### config.mk
export PLATFORM = sky130hd
export DESIGN_NAME = task1
export DESIGN_NICKNAME = d
export VERILOG_FILES = /design/src/rtl/task1.sv
export SDC_FILE = /design/constraint.sdc
export NUM_CORES = 1
export LEC_CHECK = 0
export CORE_MARGIN = 8
export CORE_UTILIZATION = 45
export CTS_CLUSTER_SIZE = 25
export DETAILED_ROUTE_END_ITERATION = 7
export PLACE_DENSITY = 0.59
export SYNTH_ARGS = -nofsm -noshare
export SYNTH_HDL_FRONTEND = slang
export SYNTH_SLANG_ARGS = --single-unit
### constraint.sdc
create_clock -name clk -period 10.4 [get_ports clk]
set_input_delay 3.12 -clock clk [delete_from_list [all_inputs] [get_ports clk]]
set_output_delay 3.12 -clock clk [all_outputs]
set_load 0.02 [all_outputs]
### src/rtl/task1.sv
// Two-stage pipelined signed complex multiplier: (op_1 + j*op_2) * (op_3 + j*op_4).
// Define TASK1_SAT_EN to saturate REAL/IMAG to 16 bits instead of wrapping.
module task1 (
  input  logic               clk,
  input  logic               rst,
  input  logic               in_valid,
  input  logic signed [7:0]  op_1,
  input  logic signed [7:0]  op_2,
  input  logic signed [7:0]  op_3,
  input  logic signed [7:0]  op_4,
  output logic               out_valid,
  output logic signed [15:0] REAL_PART_NUM,
  output logic signed [15:0] IMAG_PART_NUM
);

  localparam int STAGES = 2;

  logic [STAGES:1]    vld_pipe_q;
  logic signed [15:0] p11_q, p22_q, p14_q, p23_q;
  logic signed [15:0] p11_d, p22_d, p14_d, p23_d;
  logic signed [16:0] re_sum, im_sum;
  logic signed [15:0] re_d, im_d, re_q, im_q;

  always_comb begin
    p11_d = 16'(op_1 * op_3);
    p22_d = 16'(op_2 * op_4);
    p14_d = 16'(op_1 * op_4);
    p23_d = 16'(op_2 * op_3);
  end

  // 17-bit sums so the single overflow case (+32768) is visible before reduction
  always_comb begin
    re_sum = {p11_q[15], p11_q} - {p22_q[15], p22_q};
    im_sum = {p14_q[15], p14_q} + {p23_q[15], p23_q};
`ifdef TASK1_SAT_EN
    if (re_sum[16] != re_sum[15]) re_d = re_sum[16] ? 16'sh8000 : 16'sh7FFF;
    else                          re_d = re_sum[15:0];
    if (im_sum[16] != im_sum[15]) im_d = im_sum[16] ? 16'sh8000 : 16'sh7FFF;
    else                          im_d = im_sum[15:0];
`else
    re_d = re_sum[15:0];
    im_d = im_sum[15:0];
`endif
  end

  always_ff @(posedge clk) begin
    if (rst) begin
      vld_pipe_q <= '0;
      p11_q      <= '0;
      p22_q      <= '0;
      p14_q      <= '0;
      p23_q      <= '0;
      re_q       <= '0;
      im_q       <= '0;
    end else begin
      vld_pipe_q <= {vld_pipe_q[STAGES-1:1], in_valid};
      if (in_valid) begin
        p11_q <= p11_d;
        p22_q <= p22_d;
        p14_q <= p14_d;
        p23_q <= p23_d;
      end
      if (vld_pipe_q[1]) begin
        re_q <= re_d;
        im_q <= im_d;
      end
    end
  end

  assign out_valid     = vld_pipe_q[STAGES];
  assign REAL_PART_NUM = re_q;
  assign IMAG_PART_NUM = im_q;

endmodule

# ---- Word level (Yosys, flattened, before mapping)
# Cells that the tools add are included.
dict set report classes {
  addsub 2
  n_mul 4
  n_div 0
  magnitude_cmp 0
  eq_ne 0
  shift 0
  mux 0
  bitwise 0
  reduce_logical 0
}
# operator n
set ops {}
lappend ops {{$mul A8 B8 Y16} 4}
lappend ops {{$add A16 B16 Y16} 1}
lappend ops {{$sub A16 B16 Y16} 1}
dict set report totals {
  reg_bits 98
  latchBits 0
  mem_bits_rw 0
  mem_bits_ro 0
  inputBits 35
  output_inout_bits 33
  mem_count 0
}

# ---- Depth between registers and ports, before layout
dict set report logic_depth {
  ltp_word 1
  ltp_mapped 21
  ltp_nobuf 20
}

# ---- Worst setup path before layout
# Ideal clock, no wire load.
dict set report synth_path {
  kind {input port to flip-flop}
  from {input op_3[2]}
  to {register p23_q[15]}
  arrival_time_ns 7.152
  required_time_ns 10.314
  path_slack_ns 3.163
  cell_stages 18
  n_path_buf 1
  path_cell_list {clkbuf_1 > nand2_1 > fa_1 > inv_1 > fa_1 > fa_1 > inv_1 > fa_1 > inv_1 > ha_1 > o21a_1 > o21a_1 > nand3_1 > a21oi_1 > a2111oi_2 > a21oi_1 > xnor2_1 > a211oi_1}
}
dict set report synth_via {
  elab_chain_cells 1
}
# item line
set synth_rtl {}
lappend synth_rtl {{start, declared} 9} ;# input logic signed [7:0] op_3,
lappend synth_rtl {{$mul A8 B8 Y16} 28} ;# p23_d = 16'(op_2 * op_3);
lappend synth_rtl {{end signal, assigned} 61} ;# p23_q <= p23_d;
lappend synth_rtl {{end, declared} 19} ;# logic signed [15:0] p11_q, p22_q, p14_q, p23_q;
# Every way passes these cells.
# A chain may end at the register's enable or synchronous reset.

# ---- Worst setup path in the final report
dict set report layout_path {
  from {input op_2[5]}
  to {register p22_q[14]}
}
dict set report layout_via {
  elab_chain_cells 1
}
# item line
set layout_rtl {}
lappend layout_rtl {{start, declared} 8} ;# input logic signed [7:0] op_2,
lappend layout_rtl {{$mul A8 B8 Y16} 26} ;# p22_d = 16'(op_2 * op_4);
lappend layout_rtl {{end signal, assigned} 59} ;# p22_q <= p22_d;
lappend layout_rtl {{end, declared} 19}
# Every way passes these cells.

==> metrics <==
Max H-tree Level=3; final core utilization=49.54%; post-DR wirelength/cell=15.65 um; Vias/cell=4.925; Final #Nets=2062; Synthesized Nets=2040; CTS sink cnt=98; RSZ-0062 raised after global routing=no; Pwr Density=221.3 mW/mm^2; leakage power=7.715 nW; Worst path max stage delay=0.82 ns; post_cts resized=0; IO buf count=67; Hold Fails Final Rpt=0; EDFF count, synth=0; crit path DAT=8.20 ns; status=complete, no violations; met1 GRT Util=26.27%; Register Area=0.001963 mm^2; cell taking the most area after synthesis=fa_1; Boundary Pins=68; Maximum Capacitance Violations=0; vias=10371; Detailed Place HPWL=26.59 mm; Crit. End Element=flop; cells along the critical path=clkdlybuf4s50_1, and2_1, fa_1, inv_1, fa_1, inv_1, fa_1, inv_1, fa_1, inv_1, ha_1, o21ai_0, a21boi_0, o21ai_0, a21boi_0, o21ai_0, mux2i_1, o311ai_0; CP required=10.61 ns; CTS tree=done; VDD IR max=124.5 uV; global-route wire length before repair=56.50 mm; gr usage total=17.99%; Clock Skews=0.01388 ns; period utilization=76.84%; dominant cells by area after synthesis=fa_1 (30%), dfxtp_1 (13%), ha_1 (12%), inv_1 (8.7%), and2_1 (7.0%); row count=66; GP Congestion=0.8520; CP startpoint kind=input port; Post-Syn Area=0.01467 mm^2; CP Max Fanout=16; endpoints failing setup=0; hold crit path type=reg -> reg; Detail Route Antenna Nets=0; Global Route met2 Usage=28.69%; post-synth top area share=30.30%; die width=196.6 um; final wirelength=32.96 mm; setup bufs post-CTS=0; initial antenna violation count=0; Slew @ Worst Pin=0.9587 ns; reg-to-reg setup timing slack=7.95 ns; Layout area overhead=9.041%; Synth Register Bits=98; Rel. slew slack=36.09%; Clock Tree Root=clkbuf_16; smallest setup slack after layout=2.409 ns; ys async rst share=0%; sequential-to-total area share from yosys stat=13.37%; Place WS=2.015 ns; largest net degree at the start of global routing=68; Syn. warnings=0; Die ar.=0.03863 mm^2; synthesized area per cell=8.961 um^2; die height=196.6 um; critical setup path kind=in -> reg; number of antenna diodes=0; final slew viol count=0; post-synth cell types=56; dominant synthesized flop cell=dfxtp_1; share of layout cells above drive strength 1=2.644%; Num CTS Buffers=9; FMAX=125.1 MHz; GR peak layer=met2; vias in the first global route=10806; CORE AREA=0.03229 mm^2; Crit-path slowest cell=clkdlybuf4s50_1; DRC viols=0; clk slew on worst S/H paths=0.08 ns; final critical-path required period=7.991 ns; Multi-input gate area=0.01120 mm^2; Mapped Cells=1637; most frequent cells after synthesis=inv_1 (341), fa_1 (222), and2_1 (163); worst skew pair latency=0.36 ns; GRT overflow=0; M3 GR Usage=1.518%; Fillers=3084; total negative slack=0 ns; Clock Tree Buf Depth=2; drt pass-1 iters=5; Post-CTS Hold Buffers=0; most common cell in the netlist=inv_1; Initial Util=45.43%; Initial DRC Count=536
## layer usage
layer / vias up / routed length, um
met3: 21 / 1070
met2: 158 / 14540
met4: 0 / 507
met5: - / 0
li1: 5089 / -
met1: 5103 / 16840
## cells in the final DEF (no fill, tap or decap), types with 12 or more instances in the layout
cell type and instances:
a211oi_1 18, a21o_1 15, a21oi_1 39, and2_1 163, clkdlybuf4s50_1 65, dfxtp_1 97
fa_1 222, ha_1 146, inv_1 341, mux2i_1 65, nand2_1 86, nand2b_1 29
nand3_1 12, nor2_1 103, nor2b_1 32, o21ai_0 28, xnor2_1 64, xor2_1 21
## sequential cells by signal, indices dropped and copies added, names as in the netlist
signal / cells
IMAG_PART_NUM: 16
REAL_PART_NUM: 16
p11_q: 16
p14_q: 16
p22_q: 16
p23_q: 16
vld_pipe_q: 2
## final timing paths
check	startpoint	to	cells past startpoint
max	op_2[5]	p22_q[14]	18
min	REAL_PART_NUM[14]	REAL_PART_NUM[14]	2
min reg2reg	REAL_PART_NUM[14]	REAL_PART_NUM[14]	2
max reg2reg	p11_q[0]	REAL_PART_NUM[12]	11
## cell type report
type | count | share of cell area (%)
multi-input cells | 1139 | 70.02
flip-flops and latches | 98 | 12.27
inverters | 341 | 8.002
repair buffers | 70 | 4.302
well taps | 442 | 3.457
clock buffers | 11 | 1.518
clock inverters | 5 | 0.4224
## critical path: cells and delay by family
family	cells	cell delay, ns
adder cells (fa/ha/maj)	5	2.31
AO/OA/AOI/OAI	6	1.19
buffers and inverters	5	1.01
AND/OR/NAND/NOR	1	0.40
multiplexers	1	0.15
## report_power, final
group / switching (mW) / total, mW / internal (mW)
Clock: 0.166 / 0.364 / 0.198
Combinational: 1.49 / 2.64 / 1.15
Sequential: 0.0679 / 0.538 / 0.470
## per-stage QoR
stage	instance area [um^2]	power (mW)	std cells	hold WS, ns
finish	16000	3.540	2106	0.4579
global route	16000	3.930	2106	0.4726
CTS	16000	3.572	2106	0.4631
detailed placement	15690	3.187	2090	0.4466
global placement	15690	3.146	2090	0.4406
floorplan	14670	2.509	1637	0.4459
## cells by family (layout without fill, tap and decap cells)
family | count (synthesis) | after routing | synth area share (%)
compound gates | 156 | 156 | 7.259
xor+xnor | 85 | 85 | 5.075
fa+ha+maj | 368 | 368 | 42.75
buf+inv | 400 | 427 | 10.27
flops | 98 | 98 | 13.37
mux | 69 | 69 | 4.742
simple gates | 461 | 461 | 16.53
No activity file was read; power rests on OpenSTA's default activity.
